## src/rtl/wide_add_pkg.sv

```systemverilog
// wide_add_pkg: shared types and constants for the byte-serial wide adder.
package wide_add_pkg;
    typedef enum logic [1:0] {IDLE, RUN, DONE} wa_state_e;
    localparam int BYTE_W = 8;
    localparam int NBYTES_MAX = 16;
endpackage

```

## src/rtl/wide_add_sequencer_csa8.sv

```systemverilog
// carry_select_adder8: 8-bit adder, low nibble ripples, high nibble precomputed for both carries.
module carry_select_adder8 (
    input  logic [7:0] a,
    input  logic [7:0] b,
    input  logic       cin,
    output logic [7:0] sum,
    output logic       cout
);
    logic [4:0] lo, hi0, hi1;
    assign lo = {1'b0, a[3:0]} + {1'b0, b[3:0]} + {4'b0, cin};
    assign hi0 = {1'b0, a[7:4]} + {1'b0, b[7:4]};
    assign hi1 = hi0 + 5'd1;
    assign {cout, sum} = {lo[4] ? hi1 : hi0, lo[3:0]};
endmodule

```

## src/rtl/wide_add_sequencer.sv

```systemverilog
// wide_add_sequencer: streams wide operands one byte per cycle through carry_select_adder8.
// Define WIDE_ADD_SEQUENCER_SUBTRACT_EN to add the in_sub port (A-B via inverted B and carry-in 1).
module wide_add_sequencer
    import wide_add_pkg::*;
#(
    parameter int NBYTES = 4
) (
    input  logic                     clk,
    input  logic                     rst_n,
    input  logic                     in_valid,
    output logic                     in_ready,
    input  logic [BYTE_W*NBYTES-1:0] in_a,
    input  logic [BYTE_W*NBYTES-1:0] in_b,
    input  logic                     in_cin,
`ifdef WIDE_ADD_SEQUENCER_SUBTRACT_EN
    input  logic                     in_sub,
`endif
    output logic                     out_valid,
    input  logic                     out_ready,
    output logic [BYTE_W*NBYTES-1:0] out_sum,
    output logic                     out_cout
);
    localparam int IW = NBYTES > 1 ? $clog2(NBYTES) : 1;
    wa_state_e state, state_n;
    logic [NBYTES-1:0][BYTE_W-1:0] a_q, b_q, sum_q;
    logic [IW-1:0] idx;
    logic carry_q, cout_q, valid_q, last, sub;
    logic [BYTE_W-1:0] add_s;
    logic add_c;
`ifdef WIDE_ADD_SEQUENCER_SUBTRACT_EN
    assign sub = in_sub;
`else
    assign sub = 1'b0;
`endif
    assign last = idx == IW'(NBYTES - 1);
    assign in_ready = state == IDLE;
    assign out_valid = valid_q;
    assign out_sum = sum_q;
    assign out_cout = cout_q;

    carry_select_adder8 u_add (
        .a   (a_q[idx]),
        .b   (b_q[idx]),
        .cin (carry_q),
        .sum (add_s),
        .cout(add_c)
    );

    always_ff @(posedge clk) begin
        if (!rst_n) state <= IDLE;
        else state <= state_n;
    end

    always_comb begin
        state_n = state;
        state_n = state == IDLE ? (in_valid ? RUN : IDLE)
                : state == RUN  ? (last ? DONE : RUN)
                : (out_ready ? IDLE : DONE);
    end

    always_ff @(posedge clk) begin
        if (!rst_n) begin
            a_q <= '0;
            b_q <= '0;
            sum_q <= '0;
            idx <= '0;
            carry_q <= 1'b0;
            cout_q <= 1'b0;
            valid_q <= 1'b0;
        end else if (state == IDLE) begin
            if (in_valid) begin
                a_q <= in_a;
                b_q <= sub ? ~in_b : in_b;
                carry_q <= sub | in_cin;
                idx <= '0;
                sum_q <= '0;
                cout_q <= 1'b0;
            end
        end else if (state == RUN) begin
            sum_q[idx] <= add_s;
            carry_q <= add_c;
            // idx stops on the last byte so it never wraps
            if (!last) idx <= idx + 1'b1;
            if (last) begin
                cout_q <= add_c;
                valid_q <= 1'b1;
            end
        end else if (out_ready) begin
            valid_q <= 1'b0;
        end
    end
endmodule

```

## config.mk

```make
export PLATFORM = sky130hd
export DESIGN_NAME = wide_add_sequencer
export DESIGN_NICKNAME = d
export VERILOG_FILES = /design/src/rtl/wide_add_pkg.sv /design/src/rtl/wide_add_sequencer_csa8.sv /design/src/rtl/wide_add_sequencer.sv
export SDC_FILE = /design/constraint.sdc
export NUM_CORES = 1
export LEC_CHECK = 0
export CAP_MARGIN = 30
export CORE_AREA = 8 8 107 109
export CTS_CLUSTER_SIZE = 12
export DETAILED_ROUTE_END_ITERATION = 10
export DIE_AREA = 0 0 115 117
export DONT_BUFFER_PORTS = 1
export GPL_TIMING_DRIVEN = 0
export HOLD_SLACK_MARGIN = 0.06
export REMOVE_ABC_BUFFERS = 1
export SLEW_MARGIN = 5
export SYNTH_ARGS = -nofsm -noshare
export SYNTH_HDL_FRONTEND = slang
export SYNTH_SLANG_ARGS = --single-unit
export TNS_END_PERCENT = 50
```

## constraint.sdc

```tcl
create_clock -name clk -period 4.3 [get_ports clk]
set_input_delay 0.86 -clock clk [delete_from_list [all_inputs] [get_ports clk]]
set_output_delay 0.86 -clock clk [all_outputs]
set_load 0.05 [all_outputs]
```

Word level (Yosys, flattened, before mapping)

Index checks and enable logic that the tools add are counted.

Register bits after elaboration: 103
Latch bits: 0
RAM bits: 0
Bits in read-only memories: 0
Bits of input ports: 69
Memories: 0

Add/sub/neg operators: 5
Multiply operators: 0
Div/mod/pow operators: 0
Magnitude comparators: 2
Equal/unequal tests: 5
Shift-type cells: 0
Mux-type cells: 30
Bitwise gates (word level): 1
Reductions and logical operators: 10

Operator list:

| cell                                                               | number |
|---|---|
| 2-to-1 mux 32 bit                                                  | 3 |
| binary-select mux 8 bit (select 2 bit)                             | 2 |
| bitwise mux 32 bit                                                 | 1 |
| 2-to-1 mux 8 bit                                                   | 3 |
| demux 8 bit (select 2 bit)                                         | 1 |
| 2-to-1 mux 2 bit                                                   | 8 |
| 2-to-1 mux 1 bit                                                   | 11 |
| adder 4 x 4 -> 5 bit                                               | 2 |
| AND reduction 3 bit                                                | 3 |
| inequality test 2 bit (second input constant)                      | 3 |
| nonzero test 2 bit                                                 | 3 |
| adder 5 x 1 -> 5 bit                                               | 1 |
| adder 5 x 1 -> 5 bit (second input constant)                       | 1 |
| 2-to-1 mux 5 bit                                                   | 1 |
| AND reduction 2 bit                                                | 2 |
| < comparator 2 x 3 -> 1 bit (second input constant)                | 1 |
| adder 2 x 1 -> 2 bit (second input constant)                       | 1 |
| == test 2 x 1 -> 1 bit (second input constant)                     | 1 |
| == test 2 bit (second input constant)                              | 1 |
| greater-or-equal comparator 2 x 1 -> 1 bit (second input constant) | 1 |
| zero test 2 bit                                                    | 1 |
| logical AND 1 bit                                                  | 1 |
| inverter 1 bit                                                     | 1 |

Longest topological paths before layout

Gate-level depths: netlist of the first run.

Depth after elaboration: 8
Mapped depth: 10
Depth with buffers taken out: 9

Cells and area by module

A second synthesis of the first run with hierarchy kept.

Cells, all modules: 529
Area, all modules: 4674.5 um^2

Modules (own cells, without submodules):

| module              | times used | cells an instance | area an instance (um^2) | sequential area each (um^2) |
|---|---|---|---|---|
| wide_add_sequencer  | 1          | 478               | 4284.1                  | 2062.0 |
| carry_select_adder8 | 1          | 51                | 390.4                   | 0.0 |

Least setup slack after synthesis of the first run

Ideal clock, no wire load.

Kind: reg-to-reg
Start point: reg idx[0]
End point: reg cout_q, in the netlist out_cout
Setup time: 0.122 ns
Arrival time: 2.996 ns
Data required time: 4.178 ns
Path slack: 1.181 ns
Stages on the path, launching flop included: 11
Period minus slack after synthesis: 3.119 ns
Path through: dfxtp_1 > buf_2 > buf_2 > mux4_2 > ha_1 > fa_1 > ha_1 > nand2_1 > nor4b_1 > xor2_1 > o21ai_0

Cells in the longest elaborated chain, start to end: 8
Elaborated cells on any way between the ends: 15

RTL lines:

| item                                                             | line                                                         | text |
|---|---|---|
| start, declared                                                  | wide_add_sequencer.sv:26                                     | `logic [IW-1:0] idx;` |
| start signal, assigned                                           | wide_add_sequencer.sv:83                                     | `if (!last) idx <= idx + 1'b1;` |
| binary-select mux 8 bit (select 2 bit), on equally long branches | wide_add_sequencer.sv:42, wide_add_sequencer.sv:43           |  |
| 2-to-1 mux 8 bit, on equally long branches                       | wide_add_sequencer.sv:42, wide_add_sequencer.sv:43           |  |
| adder 4 x 4 -> 5 bit, on equally long branches                   | wide_add_sequencer_csa8.sv:11, wide_add_sequencer_csa8.sv:10 |  |
| adder 5 x 1 -> 5 bit, on equally long branches                   | wide_add_sequencer_csa8.sv:12, wide_add_sequencer_csa8.sv:10 |  |
| 2-to-1 mux 5 bit                                                 | wide_add_sequencer_csa8.sv:13                                | `assign {cout, sum} = {lo[4] ? hi1 : hi0, lo[3:0]};` |
| 2-to-1 mux 1 bit                                                 | wide_add_sequencer.sv:84                                     | `if (last) begin` |
| 2-to-1 mux 1 bit                                                 | wide_add_sequencer.sv:79                                     | `end else if (state == RUN) begin` |
| 2-to-1 mux 1 bit                                                 | wide_add_sequencer.sv:70                                     | `end else if (state == IDLE) begin` |
| end signal, assigned                                             | wide_add_sequencer.sv:68                                     | `cout_q <= 1'b0;` |
| end signal, assigned                                             | wide_add_sequencer.sv:77                                     | `cout_q <= 1'b0;` |
| end signal, assigned                                             | wide_add_sequencer.sv:85                                     | `cout_q <= add_c;` |
| end, declared                                                    | wide_add_sequencer.sv:27                                     | `logic carry_q, cout_q, valid_q, last, sub;` |

Parallel ways exist; a longest one is shown, timed or not. The select of a mux whose other input is x is not followed.
A chain may end at the register's enable or synchronous reset.

Worst setup path in the final report of the first run

Start point: reg idx[0]
End point: reg carry_q

Cells in the longest elaborated chain, start to end: 7
Elaborated cells on any way between the ends: 11

RTL lines:

| item                                                             | line                                                         | text |
|---|---|---|
| binary-select mux 8 bit (select 2 bit), on equally long branches | wide_add_sequencer.sv:42, wide_add_sequencer.sv:43           |  |
| 2-to-1 mux 8 bit, on equally long branches                       | wide_add_sequencer.sv:42, wide_add_sequencer.sv:43           |  |
| adder 4 x 4 -> 5 bit, on equally long branches                   | wide_add_sequencer_csa8.sv:11, wide_add_sequencer_csa8.sv:10 |  |
| adder 5 x 1 -> 5 bit, on equally long branches                   | wide_add_sequencer_csa8.sv:12, wide_add_sequencer_csa8.sv:10 |  |
| 2-to-1 mux 5 bit (*)                                             | wide_add_sequencer_csa8.sv:13                                |  |
| 2-to-1 mux 1 bit (*)                                             | wide_add_sequencer.sv:79                                     |  |
| 2-to-1 mux 1 bit (*)                                             | wide_add_sequencer.sv:70                                     |  |
| end signal, assigned                                             | wide_add_sequencer.sv:74                                     | `carry_q <= sub \| in_cin;` |
| end, declared                                                    | wide_add_sequencer.sv:27                                     |  |

Mark *: on every way between the ends. The rest lies on a longest branch, timed or not. The select of a mux whose other input is x is not followed.

==> flow_summary.json, run 1 <==
{
  "slowest_delay_ns": 0.81,
  "irDropWorstVdd_mv": 0.191,
  "fill_cell_count": 1022,
  "post_cts_hold_buffer_count": 0,
  "number_of_distinct_library_cells_after_synthesis": 42,
  "post_cts_resize_count": 0,
  "number_of_antenna_violations_at_the_first_check_in_global_routing": 0,
  "detailedPlace.worstSlack_ns": 0.795,
  "synth_area_per_cell_um2": 8.64,
  "antenna_cells": 0,
  "cellLeakagePower_nw": 1.71,
  "layoutNonFillerInstCount": 633,
  "seqCellArea_mm2": 0.00206,
  "clock.fmax_ghz": 0.290,
  "multiplexer_area_fraction_after_synthesis_pct": 8.64,
  "synth_compound_area_share_pct": 14.8,
  "io_buffers": 0,
  "synth-simple-area-share_pct": 19.8,
  "synth_cells": 511,
  "min_period_over_period_pct": 80.1,
  "dr.pass1.iters": 6,
  "post_dp_cell_area_mm2": 0.00454,
  "drt_iter0_markers": 199,
  "syn2layout_area_growth_pct": 7.91,
  "route.antenna.remaining_nets": 0,
  "fin_total_pwr_mw": 1.95,
  "final_period_minus_worst_setup_slack_ns": 3.45,
  "floorplan_row_count": 37,
  "start_util_pct": 44.6,
  "timing.final.hold_violations": 0,
  "status": "complete, no violations",
  "design.die.area_mm2": 0.0135,
  "grt_start_max_net_pins": 92,
  "timing.critical_path.to_type": "register",
  "synth_area_leader_cell": "sky130_fd_sc_hd__dfxtp_1",
  "critical_path_required_ns": 4.52,
  "path_cells": "mux4_2, ha_1, fa_1, xor2_1, nand2_1, nor4b_1, xor2_1, a21oi_1",
  "synth.ff_latch_count": 103,
  "floorplan.core_area_mm2": 0.00991,
  "cts_num_sinks": 103,
  "clock-skew-final_ns": 0.0139,
  "routedWlPerCell_um": 16.5,
  "synthAdderAreaFrac_pct": 4.76,
  "p_per_area_mw_per_mm2": 408,
  "io_pins": 104,
  "first_global_vias": 3336,
  "drv_cap": 0,
  "largest_family_of_logic_cells_by_synthesized_area": "simple AND/OR/NAND/NOR gates",
  "vias_per_cell": 5.32,
  "cts_tree": "done",
  "netlist.area_leader.share_pct": 46.7,
  "crit_path_top_delay_cell": "sky130_fd_sc_hd__dfxtp_2",
  "crit_path_frequent_cell": "sky130_fd_sc_hd__xor2_1",
  "gr-total-overflow": 0,
  "synth_warnings": 0,
  "synthXorXnorAreaFrac_pct": 1.39,
  "place.detailed.instances": 617,
  "post_route_cells_drive_above_1_share_pct": 8.85,
  "layout.nets": 577,
  "postCtsSetupRepairBufs": 0,
  "cts_inserted_buffers": 9,
  "clock_latency_ns": 0.37,
  "startpoint_type": "register",
  "crit_arrival_ns": 3.67,
  "synth.cell_area_mm2": 0.00442,
  "post-route-worst-setup-slack_ns": 0.855,
  "worstHoldPathType": "reg -> reg",
  "clk_pin_slew_ns": 0.10,
  "fp.dieW_um": 115,
  "synth_sequential_area_ratio_pct": 46.7,
  "gp_congestion": 0.791,
  "groute.usage.overall_pct": 15.8,
  "relSlewSlack_pct": 33.2,
  "h-tree-depth": 3,
  "floorplan.die.height_um": 117,
  "fin_hold_ws_ns": 0.455,
  "setup_repair_after_global_routing_missed_its_margin": "false",
  "tightest_slew_ns": 0.998,
  "synth.area.top_cells": "sky130_fd_sc_hd__dfxtp_1, sky130_fd_sc_hd__nand2_1, sky130_fd_sc_hd__a21oi_1",
  "ctsRootBufferMaster": "sky130_fd_sc_hd__clkbuf_8",
  "clock_path_buffers": 2,
  "vias": 3370,
  "setup.worst_path.class": "reg -> reg",
  "dpl.hpwl_um": 7510,
  "finalSetupViolations": 0,
  "finalMaxSlewViolations": 0,
  "critical_path.max_fanout": 21,
  "tns_ns": 0,
  "post-route-util_pct": 48.1,
  "detailed_route_wl_um": 10400,
  "first_pass_grt_wire_length_um": 16500,
  "fin_area_mm2": 0.00476,
  "drc": 0,
  "multi_input_area_mm2": 0.00218
}
[cell families (layout without fill, tap and decap cells)]
kind of cell	after synthesis	after routing
compound gates	117	117
xor+xnor	7	7
fa+ha+maj	15	15
buf+inv	42	28
flops	103	103
mux	18	18
simple gates	209	209
[cell usage in the layout (no fill, tap or decap), types with 3 or more instances in the layout]
| cell | count |
|---|---|
| sky130_fd_sc_hd__nand2_1 | 143 |
| sky130_fd_sc_hd__dfxtp_1 | 102 |
| sky130_fd_sc_hd__a21oi_1 | 81 |
| sky130_fd_sc_hd__nor2_1 | 30 |
| sky130_fd_sc_hd__mux4_2 | 16 |
| sky130_fd_sc_hd__nand3_1 | 15 |
| sky130_fd_sc_hd__o21ai_0 | 13 |
| sky130_fd_sc_hd__ha_1 | 12 |
| sky130_fd_sc_hd__clkbuf_8 | 9 |
| sky130_fd_sc_hd__inv_1 | 7 |
| sky130_fd_sc_hd__xor2_1 | 6 |
| sky130_fd_sc_hd__a22oi_1 | 5 |
| sky130_fd_sc_hd__nor3_1 | 4 |
| sky130_fd_sc_hd__nand2b_1 | 3 |
| sky130_fd_sc_hd__o31ai_1 | 3 |
| sky130_fd_sc_hd__nand4b_1 | 3 |
| sky130_fd_sc_hd__a2bb2oi_1 | 3 |
| sky130_fd_sc_hd__fa_1 | 3 |
[registers in the layout (all words and copies together), names as in the netlist]
name       flops
out_cout       1
idx            2
out_sum       32
carry_q        1
b_q           32
state          2
a_q           32
out_valid      1
[power breakdown]
group	leakage (nW)	total [mW]	switching, mW	internal [mW]
registers	0.841	1.05	0.0517	0.998
clock network	0.0986	0.651	0.325	0.326
logic	0.770	0.245	0.149	0.0966
[worst max-delay path: cells and delay by family, from the launching register on]
kind	cells	cell delay, ns
fa+ha+maj	2	0.66
simple gates	2	0.45
xor+xnor	2	0.64
mux	1	0.62
flops	1	0.81
compound gates	1	0.12
[cells in the mapped netlist]
master	number
sky130_fd_sc_hd__nand2_1	144
sky130_fd_sc_hd__dfxtp_1	103
sky130_fd_sc_hd__a21oi_1	81
sky130_fd_sc_hd__nor2_1	30
sky130_fd_sc_hd__clkbuf_1	20
sky130_fd_sc_hd__mux4_2	16
sky130_fd_sc_hd__nand3_1	15
sky130_fd_sc_hd__o21ai_0	13
sky130_fd_sc_hd__ha_1	12
sky130_fd_sc_hd__buf_2	10
sky130_fd_sc_hd__inv_1	7
sky130_fd_sc_hd__xor2_1	6
sky130_fd_sc_hd__a22oi_1	5
sky130_fd_sc_hd__nor3_1	4
sky130_fd_sc_hd__a2bb2oi_1	3
sky130_fd_sc_hd__buf_1	3
sky130_fd_sc_hd__fa_1	3
sky130_fd_sc_hd__nand2b_1	3
sky130_fd_sc_hd__nand4b_1	3
sky130_fd_sc_hd__o31ai_1	3
sky130_fd_sc_hd__a21o_1	2
sky130_fd_sc_hd__a21oi_2	2
sky130_fd_sc_hd__a32oi_1	2
sky130_fd_sc_hd__and2_1	2
sky130_fd_sc_hd__o31a_1	2
sky130_fd_sc_hd__a211oi_1	1
sky130_fd_sc_hd__a31oi_1	1
sky130_fd_sc_hd__and3_1	1
sky130_fd_sc_hd__and3b_1	1
sky130_fd_sc_hd__buf_4	1
sky130_fd_sc_hd__inv_2	1
sky130_fd_sc_hd__mux2_2	1
sky130_fd_sc_hd__mux2i_1	1
sky130_fd_sc_hd__nand4_1	1
sky130_fd_sc_hd__nor2_2	1
sky130_fd_sc_hd__nor2b_1	1
sky130_fd_sc_hd__nor3b_4	1
sky130_fd_sc_hd__nor4b_1	1
sky130_fd_sc_hd__o211ai_1	1
sky130_fd_sc_hd__o21bai_1	1
sky130_fd_sc_hd__or2_2	1
sky130_fd_sc_hd__xnor2_1	1
[final cells by class]
cell class,count,share of cell area [%]
multi-input combinational,366,45.8
sequential,103,43.3
tap,136,3.57
clock buffer,10,2.68
timing repair buffer,5,2.21
clock inverter,5,1.76
inverter,8,0.683
[path summary, 6_finish.rpt]
kind | startpoint | endpoint | slack [ns] | cells after the start
hold reg to reg | a_q[25] | a_q[25] | 0.45 | 2
setup / recovery | idx[0] | carry_q | 0.85 | 8
setup reg to reg | idx[0] | carry_q | 0.85 | 8
hold / removal | a_q[25] | a_q[25] | 0.45 | 2
[per-layer routing]
metal  track usage, %  share of wire (%)  vias up
li1                 -                  -     1699
met5                0                  0        -
met2             25.6                 46       97
met4             5.78                1.4        0
met3             5.54                8.7       10
met1             19.0                 43     1564
No activity file was read; power rests on OpenSTA's default activity.
==> run 2, diff against run 1 <==
- clock period: 4.3 -> 3.4 ns (I/O delays scaled with it)
==> run 2 against run 1 <==
Combinational power grew 29%. Largest cell class unchanged. Critical path depth did not move. Via count is 0.95% higher. Clock power up 27%. Sequential power is 26% higher. Register-to-register slack worse by 0.55 ns. Setup slack worse by 0.55 ns. Fmax grew 11%. Flip-flop and latch count is the same. Power increased by 27%. Count of clock-buffer cells in the layout did not move. Hold slack got worse by 0.016 ns.
==> flow_summary.json, run 2 (synthesis gave the netlist of run 1 again) <==
{
  "vias_per_cell": 5.37,
  "power.share.clock_pct": 33.5,
  "tns_ns": 0,
  "worstReg2RegStart": "idx[0]",
  "vias": 3402,
  "relSlewSlack_pct": 33.2,
  "ctsRootBufferMaster": "sky130_fd_sc_hd__clkbuf_8",
  "clock_latency_ns": 0.37,
  "timing.critical_path.to_type": "register",
  "crit_arrival_ns": 3.32,
  "comb_power_share_pct": 12.8,
  "clock.fmax_ghz": 0.323,
  "setup.worst_path.end": "carry_q",
  "fill_cell_count": 1020,
  "fp.dieW_um": 115,
  "logic_depth_of_the_worst_register_to_register_path": 8,
  "drc": 0,
  "detailed_route_wl_um": 10500,
  "finalMaxSlewViolations": 0,
  "clock_path_buffers": 2,
  "worstHoldPathType": "in -> reg",
  "design.die.area_mm2": 0.0135,
  "critical_path_required_ns": 3.62,
  "cts_inserted_buffers": 9,
  "irDropWorstVdd_mv": 0.242,
  "final_period_minus_worst_setup_slack_ns": 3.10,
  "layout_commonest_cell": "sky130_fd_sc_hd__nand2_1",
  "minimum_setup_slack_among_reg_to_reg_paths_ns": 0.30,
  "post-route-util_pct": 48.2,
  "groute.usage.overall_pct": 15.8,
  "syn2layout_area_growth_pct": 8.25,
  "tightest_slew_ns": 0.998,
  "post_route_cells_drive_above_1_share_pct": 9.24,
  "setup.worst_path.class": "reg -> reg",
  "min_period_over_period_pct": 91.1,
  "clk_pin_slew_ns": 0.10,
  "setup.worst_path.start": "idx[0]",
  "switching_share_pct": 27.1,
  "first_pass_grt_wire_length_um": 16500,
  "cellLeakagePower_nw": 1.72,
  "status": "complete, no violations",
  "number_of_antenna_violations_at_the_first_check_in_global_routing": 0,
  "drt_iter0_markers": 172,
  "routedWlPerCell_um": 16.6,
  "io_buffers": 0,
  "grt_start_max_net_pins": 92,
  "layoutNonFillerInstCount": 634,
  "gp_congestion": 0.791,
  "sequential_group_share_of_total_power_pct": 53.7,
  "drv_cap": 0,
  "fin_hold_ws_ns": 0.439,
  "first_global_vias": 3336,
  "cts_num_sinks": 103,
  "floorplan.die.height_um": 117,
  "clock-skew-final_ns": 0.0132,
  "layout.nets": 578,
  "most_frequent_cells_in_the_layout": "sky130_fd_sc_hd__nand2_1, sky130_fd_sc_hd__dfxtp_1, sky130_fd_sc_hd__a21oi_1",
  "antenna_cells": 0,
  "floorplan.core_area_mm2": 0.00991,
  "fin_total_pwr_mw": 2.47,
  "route.antenna.remaining_nets": 0,
  "dpl.hpwl_um": 7510,
  "cellInternalPower_mw": 1.80,
  "place.detailed.instances": 617,
  "start_util_pct": 44.6,
  "h-tree-depth": 3,
  "io_pins": 104,
  "cts_tree": "done",
  "gr-total-overflow": 0,
  "post_cts_hold_buffer_count": 0,
  "setup_repair_after_global_routing_missed_its_margin": "false",
  "floorplan_row_count": 37,
  "startpoint_type": "register",
  "critical_path.max_fanout": 12,
  "dr.pass1.iters": 6,
  "timing.final.hold_violations": 0,
  "p_per_area_mw_per_mm2": 516,
  "finalSetupViolations": 0,
  "sw_pwr_mw": 0.667,
  "critical_path.reg2reg.endpoint": "carry_q"
}
-- run 2: changes by cell type in the layout (fill, tap and decap cells not counted), sizes merged --
cell and delta:
buf +1
-- run 2: power by group through the flow --
stage / registers (mW) / clock network (mW) / logic (mW)
floorplan: 1.34 / 0 / 0.225
global placement: 1.36 / 0 / 0.291
detailed placement: 1.36 / 0 / 0.311
CTS: 1.33 / 0.851 / 0.311
global route: 1.33 / 0.902 / 0.353
finish: 1.32 / 0.826 / 0.316
-- run 2: worst min path at each step --
stage / from / to / slack (ns) / cells past startpoint
detailed placement: a_q[25] / a_q[25] / 0.44 / 2
CTS: rst_n / out_sum[26] / 0.42 / 1
floorplan: a_q[16] / a_q[16] / 0.43 / 2
global route: in_a[16] / a_q[16] / 0.42 / 2
global placement: a_q[11] / a_q[11] / 0.44 / 2
finish: in_a[16] / a_q[16] / 0.44 / 2
-- run 2: cell type report --
| cell class | count | area, um^2 | area share (%) |
|---|---|---|---|
| clock buffers | 10 | 128 | 2.67 |
| clock inverters | 5 | 83.8 | 1.75 |
| inverters | 8 | 32.5 | 0.681 |
| multi-input cells | 366 | 2180 | 45.7 |
| flip-flops and latches | 103 | 2070 | 43.2 |
| well taps | 136 | 170 | 3.56 |
| repair buffers | 6 | 116 | 2.43 |
-- run 2: timing repair --
action / in CTS / in global routing
gates resized for setup: 1 / 1
buffers inserted: 0 / 1
setup endpoints to repair: 5 / 3
pin swaps: 0 / 0
-- run 2: critical path: stages, from the launching register on --
cell and delay [ns]:
sky130_fd_sc_hd__dfxtp_4 0.52, sky130_fd_sc_hd__mux4_2 0.57, sky130_fd_sc_hd__ha_1 0.25, sky130_fd_sc_hd__fa_1 0.41, sky130_fd_sc_hd__xor2_1 0.29, sky130_fd_sc_hd__nand2_1 0.09
sky130_fd_sc_hd__nor4b_1 0.36, sky130_fd_sc_hd__xor2_1 0.34, sky130_fd_sc_hd__a21oi_1 0.12
-- run 2: stage by stage --
stage	cell area, um^2	setup slack [ns]
after floorplan	4270	0.146
after global placement	4440	-0.592
after detailed placement	4540	-0.105
after CTS	4750	0.141
after global routing	4780	0.0397
final	4780	0.303
-- run 2: per-layer routing --
layer / track usage (%) / wire length [um] / part of all wire [%] / up-vias
met5: 0 / 0 / 0 / -
met4: 5.78 / 147 / 1.4 / 0
met3: 5.54 / 945 / 9.0 / 10
met2: 25.6 / 4860 / 46 / 102
met1: 19.0 / 4550 / 43 / 1593
li1: - / - / - / 1697
